## src/rtl/tt_sel_pkg.sv

```systemverilog
// Shared types and default sizing for the design-select sequencer.
package tt_sel_pkg;

    localparam int ADDR_W_DEF   = 10;
    localparam int HALF_W_DEF   = 4;
    localparam int HALF_CYC_DEF = 4;

    typedef enum logic [2:0] {
        IDLE,
        DIS,
        RST,
        REL,
        INC_H,
        INC_L,
        ENA
    } sel_state_e;

endpackage

```

## src/rtl/tt_sel_phase_tmr.sv

```systemverilog
// Half-phase timer: reloads HALF_CYC-1 whenever the sequencer changes state,
// expire is high on the last cycle of the phase.
module tt_sel_phase_tmr #(
    parameter int HALF_W   = 4,
    parameter int HALF_CYC = 4
) (
    input  logic clk,
    input  logic rst,
    input  logic load,
    output logic expire
);

    localparam logic [HALF_W-1:0] RELOAD = HALF_W'(HALF_CYC - 1);

    logic [HALF_W-1:0] cnt;

    always_ff @(posedge clk or posedge rst) begin
        if (rst)
            cnt <= '0;
        else if (load)
            cnt <= RELOAD;
        else if (cnt != '0)
            cnt <= cnt - 1'b1;
    end

    assign expire = (cnt == '0);

endmodule

```

## src/rtl/tt_sel_seq.sv

```systemverilog
// Design-select sequencer: DIS -> RST -> REL -> N inc pulses -> ENA.
// Define TT_SEL_SEQ_INCR_EN to step upward from the active selection without a select reset.
module tt_sel_seq
    import tt_sel_pkg::*;
#(
    parameter int ADDR_W   = ADDR_W_DEF,
    parameter int HALF_W   = HALF_W_DEF,
    parameter int HALF_CYC = HALF_CYC_DEF
) (
    input  logic              clk,
    input  logic              rst,
    input  logic              req_valid,
    output logic              req_ready,
    input  logic [ADDR_W-1:0] req_addr,
    output logic              busy,
    output logic              done,
    output logic [ADDR_W-1:0] cur_addr,
    output logic              sel_valid,
    output logic              ctrl_sel_rst_n,
    output logic              ctrl_sel_inc,
    output logic              ctrl_ena
);

    sel_state_e        state;
    logic [ADDR_W-1:0] tgt;
    logic [ADDR_W-1:0] cnt;
    logic              hs;
    logic              adv;
    logic              expire;
`ifdef TT_SEL_SEQ_INCR_EN
    logic              incr;
`endif

    assign hs        = req_valid && (state == IDLE);
    assign req_ready = (state == IDLE) && !rst;
    assign busy      = (state != IDLE);

    // Timed phases leave on expire; IDLE leaves on handshake, ENA after one cycle.
    always_comb begin
        adv = 1'b0;
        case (state)
            IDLE:    adv = hs;
            ENA:     adv = 1'b1;
            default: adv = expire;
        endcase
    end

    tt_sel_phase_tmr #(
        .HALF_W   (HALF_W),
        .HALF_CYC (HALF_CYC)
    ) u_tmr (
        .clk    (clk),
        .rst    (rst),
        .load   (adv),
        .expire (expire)
    );

    always_ff @(posedge clk or posedge rst) begin
        if (rst) begin
            state          <= IDLE;
            tgt            <= '0;
            cnt            <= '0;
            done           <= 1'b0;
            cur_addr       <= '0;
            sel_valid      <= 1'b0;
            ctrl_sel_rst_n <= 1'b0;
            ctrl_sel_inc   <= 1'b0;
            ctrl_ena       <= 1'b0;
`ifdef TT_SEL_SEQ_INCR_EN
            incr           <= 1'b0;
`endif
        end else begin
            done <= 1'b0;
            if (adv) begin
                case (state)
                    IDLE: begin
                        tgt       <= req_addr;
                        sel_valid <= 1'b0;
                        ctrl_ena  <= 1'b0;
                        state     <= DIS;
`ifdef TT_SEL_SEQ_INCR_EN
                        // Counting from cur_addr yields exactly req_addr-cur_addr pulses.
                        if (sel_valid && (req_addr >= cur_addr)) begin
                            incr <= 1'b1;
                            cnt  <= cur_addr;
                        end else begin
                            incr <= 1'b0;
                        end
`endif
                    end
                    DIS: begin
`ifdef TT_SEL_SEQ_INCR_EN
                        if (incr) begin
                            if (cnt == tgt) begin
                                state     <= ENA;
                                ctrl_ena  <= 1'b1;
                                done      <= 1'b1;
                                sel_valid <= 1'b1;
                                cur_addr  <= tgt;
                            end else begin
                                state        <= INC_H;
                                ctrl_sel_inc <= 1'b1;
                            end
                        end else begin
                            state          <= RST;
                            ctrl_sel_rst_n <= 1'b0;
                        end
`else
                        state          <= RST;
                        ctrl_sel_rst_n <= 1'b0;
`endif
                    end
                    RST: begin
                        state          <= REL;
                        ctrl_sel_rst_n <= 1'b1;
                        cnt            <= '0;
                    end
                    REL: begin
                        if (tgt == '0) begin
                            state     <= ENA;
                            ctrl_ena  <= 1'b1;
                            done      <= 1'b1;
                            sel_valid <= 1'b1;
                            cur_addr  <= tgt;
                        end else begin
                            state        <= INC_H;
                            ctrl_sel_inc <= 1'b1;
                        end
                    end
                    INC_H: begin
                        state        <= INC_L;
                        ctrl_sel_inc <= 1'b0;
                        cnt          <= cnt + 1'b1;
                    end
                    INC_L: begin
                        if (cnt == tgt) begin
                            state     <= ENA;
                            ctrl_ena  <= 1'b1;
                            done      <= 1'b1;
                            sel_valid <= 1'b1;
                            cur_addr  <= tgt;
                        end else begin
                            state        <= INC_H;
                            ctrl_sel_inc <= 1'b1;
                        end
                    end
                    ENA:     state <= IDLE;
                    default: state <= IDLE;
                endcase
            end
        end
    end

endmodule

```

## config.mk

```make
export PLATFORM = sky130hd
export DESIGN_NAME = tt_sel_seq
export DESIGN_NICKNAME = d
export VERILOG_FILES = /design/src/rtl/tt_sel_pkg.sv /design/src/rtl/tt_sel_phase_tmr.sv /design/src/rtl/tt_sel_seq.sv
export SDC_FILE = /design/constraint.sdc
export NUM_CORES = 1
export LEC_CHECK = 0
export BUFFER_PORTS_ARGS = -buffer_cell sky130_fd_sc_hd__buf_2
export CORE_AREA = 2 2 79 81
export CTS_CLUSTER_SIZE = 16
export DETAILED_ROUTE_END_ITERATION = 16
export DIE_AREA = 0 0 81 83
export MAX_ROUTING_LAYER = met4
export SYNTH_ARGS = -nofsm -noshare
export SYNTH_HDL_FRONTEND = slang
export SYNTH_SLANG_ARGS = --single-unit
```

## constraint.sdc

```tcl
create_clock -name clk -period 5.25 [get_ports clk]
set_input_delay 0.2625 -clock clk [delete_from_list [all_inputs] [get_ports clk]]
set_output_delay 0.2625 -clock clk [all_outputs]
set_load 0.02 [all_outputs]
```

==> run metrics, run 1 <==
status=complete, no violations; crit start category=flip-flop; Post-Syn Area=2090 um^2; grt ovf=0; simple-gate portion of the synthesized area=0.186; most common cell after layout, fill and taps aside=dfrtp_1; FF-to-FF Start=u_tmr.cnt[0]; fin crit period=2.35 ns; post-synthesis sequential area ratio=0.490; final-layout fill cell count=616; HP Class=in2async; fin cells=300; Iteration-0 DRC Markers=113; worst skew pair latency=0.30 ns; I/O Pins=30; Period Utilization, post-route=0.447; initial antenna violation count=0; Total Power=1.06 mW; R2R cell count=7; vias per cell=4.95; skew final=0.00845 ns; Synth Area in Compound Gates=0.0974; die area=6720 um^2; largest family of logic cells by synthesized area=simple AND/OR/NAND/NOR gates; PortBufs=29; crit path max-delay cell type=or3b_1; yosys warns=0; register bit total from synthesis=41; setup TNS=0 ns; CP Cell Sequence=inv_1 -> ha_1 -> or3b_1 -> a21oi_4 -> o21ai_2 -> a21o_1 -> mux2_4; PD cells=441 nW/um^2; Die H=83 um; Placed Instance Area=2290 um^2; mux share of post-synthesis cell area=0.0878; delay-heaviest family, CP=compound AO/OA/AOI/OAI gates; unrepaired setup endpoints after global routing=no; # rows=28; fmax=426 MHz; RePlAce Congestion=0.851; worst setup path class=reg2reg; CP Buf/Inv Count=1; synthesized instance count=194; CTS clk-pin slew, worst paths=0.08 ns; critical path endpoint category=flip-flop; Layout Nets=240; Finished Cell Area=2410 um^2; xor-xnor portion of the synthesized cell area=0.0836; DRT Pass-1 Iters=4; FF/Latch Area=1030 um^2; hold_ws=0.0885 ns; DRC viols=0; adder-cell share of the synthesized area=0.0179; pre-CTS setup slack=2.91 ns; final core occ=0.414; final WL=4.18 mm; TritonCTS clock tree=built; Slew Limit Fails=0; Cell variety after synth=42; DP HPWL=3.05 mm; R2R setup slack=2.90 ns; pin count of the biggest net entering global routing=42; Die W=81 um; Initial Util=0.360; WP data arrival=2.54 ns; most frequent cells in the layout=dfrtp_1, buf_2, nor2_1; post-route ant nets=0; Worst R2R End=cur_addr[3]; CTS root buf=clkbuf_8; Max VDD drop=0.152 mV; core footprint=5820 um^2; CTS Buf Count=5; Max Cap Violations=0; Area Overhead vs Synth=14.9%; count of final hold-check violations=0; post-DR wirelength/cell=13.9 um; vias=1,486; Setup Viol. Count Final=0; Inst Count DP=292; Multi-input gate area=990 um^2; vias in the first global route=1,485; CTS max path bufs=2; number of post-CTS setup repair buffers=0; Antenna Diode Count=0; H-tree levels=2; # hold bufs at CTS=0; total clock sinks=41; slowest stage delay, CP=0.52 ns; relative slew slack=0.386; Slew @ Worst Pin=0.917 ns; post-synth net total=210; Critical Path RT=5.44 ns; Mean Syn Cell Area=10.8 um^2; # resized after CTS=0; Tot GR Track Use=0.138; Crit Path Max Fanout=10; share of layout cells above drive strength 1=0.271; worst setup margin=2.90 ns; static leakage=1.12 nW; global-route wire length before repair=7.18 mm
-- cells by family after synthesis --
logic type / count (synthesis)
AND/OR/NAND/NOR: 72
flip-flops: 41
AO/OA/AOI/OAI: 28
XOR/XNOR: 20
buffers and inverters: 15
multiplexers: 15
adder cells (fa/ha/maj): 3
-- where the power goes --
group	internal [mW]	leakage, nW	switching, mW
logic	0.148	0.540	0.147
registers	0.395	0.523	0.118
clock network	0.142	0.0543	0.113
total	0.685	1.12	0.378
-- flip-flops by register name, indices dropped and copies added (netlist names) --
name / count
cnt: 10
cur_addr: 10
tgt: 10
u_tmr.cnt: 4
state: 3
ctrl_ena: 1
ctrl_sel_inc: 1
ctrl_sel_rst_n: 1
done: 1
-- worst register-to-register path, stage by stage, from the launching register on --
cell,delay [ns]
dfrtp_1,0.38
inv_1,0.11
ha_1,0.21
or3b_1,0.52
a21oi_4,0.20
o21ai_2,0.13
a21o_1,0.35
mux2_4,0.35
-- final cells by class --
cell class	instances	area share
clock buffers	5	0.0286
clock inverters	3	0.0192
inverters	8	0.0125
multi-input cells	138	0.411
flip-flops and latches	41	0.426
well taps	75	0.0390
repair buffers	30	0.0634
-- worst max-delay path by stage --
stage,startpoint,end,slack (ns),depth (start not counted)
final,u_tmr.cnt[0],cur_addr[3],2.90,7
after global routing,u_tmr.cnt[0],cur_addr[1],2.75,7
after CTS,u_tmr.cnt[0],cur_addr[3],2.90,7
after detailed placement,u_tmr.cnt[0],cur_addr[3],2.91,7
after global placement,u_tmr.cnt[0],cur_addr[0],2.98,7
after floorplan,u_tmr.cnt[0],cur_addr[0],3.17,9
-- cell usage after synthesis, drive strengths merged --
library cell / n / area, um^2
nor2: 16 / 60.1
nand2: 14 / 52.6
mux2: 15 / 184
a22o: 6 / 56.3
nand4: 6 / 37.5
nand3: 8 / 40.0
nor4bb: 1 / 10.0
buf: 6 / 45.0
o22ai: 1 / 6.26
nor4b: 1 / 23.8
clkbuf: 1 / 3.75
a21oi: 3 / 26.3
ha: 3 / 37.5
a21o: 3 / 22.5
inv: 8 / 30.0
o21ai: 9 / 48.8
o31ai: 2 / 15.0
nor2b: 2 / 12.5
a211o: 1 / 8.76
xnor2: 8 / 70.1
or3b: 1 / 8.76
nand2b: 3 / 18.8
or2: 1 / 6.26
nor4: 4 / 25.0
or4b: 1 / 10.0
nor3b: 2 / 15.0
xor2: 12 / 105
or3: 2 / 12.5
dfrtp: 41 / 1030
a31oi: 2 / 12.5
nor3: 6 / 30.0
and2: 2 / 13.8
o21a: 1 / 7.51
and3: 2 / 12.5
-- routing by layer --
layer	GRT usage	wire length (um)
met2	0.204	1930
met4	0.0462	56
met3	0.0293	106
met5	-	0
met1	0.188	2080
(Power assumes the default switching activity.)
==> run 2: changes to the inputs <==
Clock period 5.25 ns to 2.4 ns, I/O delays scaled along.
==> run metrics, run 2 (synthesis results as in run 1) <==
Worst R2R End=cur_addr[1]; count of final hold-check violations=0; total clock sinks=41; Multi-input gate area=990 um^2; post-DR wirelength/cell=13.8 um; HP Class=in2reg; initial antenna violation count=0; most common cell after layout, fill and taps aside=dfrtp_1; Hold EP=tgt[5]; grt ovf=0; pre-CTS setup slack=0.185 ns; PD cells=959 nW/um^2; Crit Path Max Fanout=10; Area Overhead vs Synth=18.6%; post-route ant nets=0; setup TNS=0 ns; die area=6720 um^2; static leakage=1.17 nW; PortBufs=29; CTS max path bufs=2; most frequent cells in the layout=dfrtp_1, buf_2, nor2_1; Slew @ Worst Pin=0.513 ns; FF/Latch Area=1030 um^2; Tot GR Track Use=0.146; crit start category=flip-flop; global-route wire length before repair=7.39 mm; R2R cell count=7; core footprint=5820 um^2; pin count of the biggest net entering global routing=42; worst skew pair latency=0.30 ns; CP Cell Sequence=inv_1 -> ha_1 -> or3b_1 -> a21oi_4 -> o21ai_2 -> a21o_1 -> mux2_4; Initial Util=0.360; worst setup path class=reg2reg; R2R setup slack=0.16 ns; Layout Nets=250; vias per cell=4.98; skew final=0.00563 ns; Die H=83 um; hold_sp=req_addr[5]; # rows=28; DRT Pass-1 Iters=4; status=complete, no violations; crit path max-delay cell type=or3b_1; CP Buf/Inv Count=1; Max Cap Violations=0; relative slew slack=0.658; fmax=447 MHz; vias in the first global route=1,554; Slew Limit Fails=0; DP HPWL=3.22 mm; final WL=4.28 mm; CTS clk-pin slew, worst paths=0.08 ns; CTS root buf=clkbuf_8; H-tree levels=2; biggest regs=cnt x10, cur_addr x10, tgt x10; Setup Viol. Count Final=0; Die W=81 um; worst setup margin=0.162 ns; TritonCTS clock tree=built; Max VDD drop=0.399 mV; WHS Path Cells=2; fin crit period=2.24 ns; FF-to-FF Start=u_tmr.cnt[0]; Inst Count DP=301; Antenna Diode Count=0; slowest stage delay, CP=0.44 ns; final-layout fill cell count=585; share of layout cells above drive strength 1=0.298; unrepaired setup endpoints after global routing=no; DRC viols=0; Period Utilization, post-route=0.933; vias=1,545; Iteration-0 DRC Markers=94; CTS Buf Count=5; Critical Path RT=2.59 ns; WP data arrival=2.43 ns; number of post-CTS setup repair buffers=0; critical path endpoint category=flip-flop; final core occ=0.427; I/O Pins=30; delay-heaviest family, CP=compound AO/OA/AOI/OAI gates; RePlAce Congestion=0.844; hold_ws=0.0495 ns; fin cells=310
[run 2: how the worst max path moves through the flow]
| stage | startpoint | to | slack (ns) | cells after the start |
|---|---|---|---|---|
| finish | u_tmr.cnt[0] | cur_addr[1] | 0.16 | 7 |
| global route | u_tmr.cnt[0] | cur_addr[3] | 0.09 | 7 |
| CTS | u_tmr.cnt[0] | cur_addr[1] | 0.17 | 7 |
| detailed placement | u_tmr.cnt[0] | cur_addr[3] | 0.18 | 7 |
| global placement | u_tmr.cnt[0] | cur_addr[0] | 0.25 | 7 |
| floorplan | u_tmr.cnt[0] | cur_addr[0] | 0.32 | 9 |
[run 2: layer usage]
| metal | part of all wire | track usage | vias to the layer above |
|---|---|---|---|
| met5 | 0 | - | - |
| met4 | 0.014 | 0.0570 | 0 |
| met3 | 0.036 | 0.0359 | 4 |
| met2 | 0.46 | 0.218 | 25 |
| met1 | 0.49 | 0.190 | 758 |
| li1 | - | - | 758 |
[run 2: cell type report]
class	count	share of cell area
well taps	75	0.0378
inverters	8	0.0121
multi-input cells	138	0.398
clock buffers	5	0.0277
repair buffers	40	0.0926
flip-flops and latches	41	0.413
clock inverters	3	0.0186
[run 2: metrics by stage]
| stage | total power, mW | cell area, um^2 |
|---|---|---|
| after CTS | 2.41 | 2480 |
| final | 2.38 | 2480 |
| after floorplan | 1.61 | 2090 |
| after detailed placement | 1.84 | 2360 |
| after global placement | 1.82 | 2360 |
| after global routing | 2.57 | 2480 |
[run 2: power by group]
part / internal [mW] / total (mW) / leakage [nW] / switching, mW
combinational: 0.364 / 0.726 / 0.590 / 0.362
clock: 0.311 / 0.567 / 0.0543 / 0.255
sequential: 0.864 / 1.09 / 0.523 / 0.226
[run 2: repair_timing]
action | in CTS | in global routing
hold buffers | 1 | 0
endpoints found under the hold margin | 41 | 0
gates resized for setup | 0 | 0
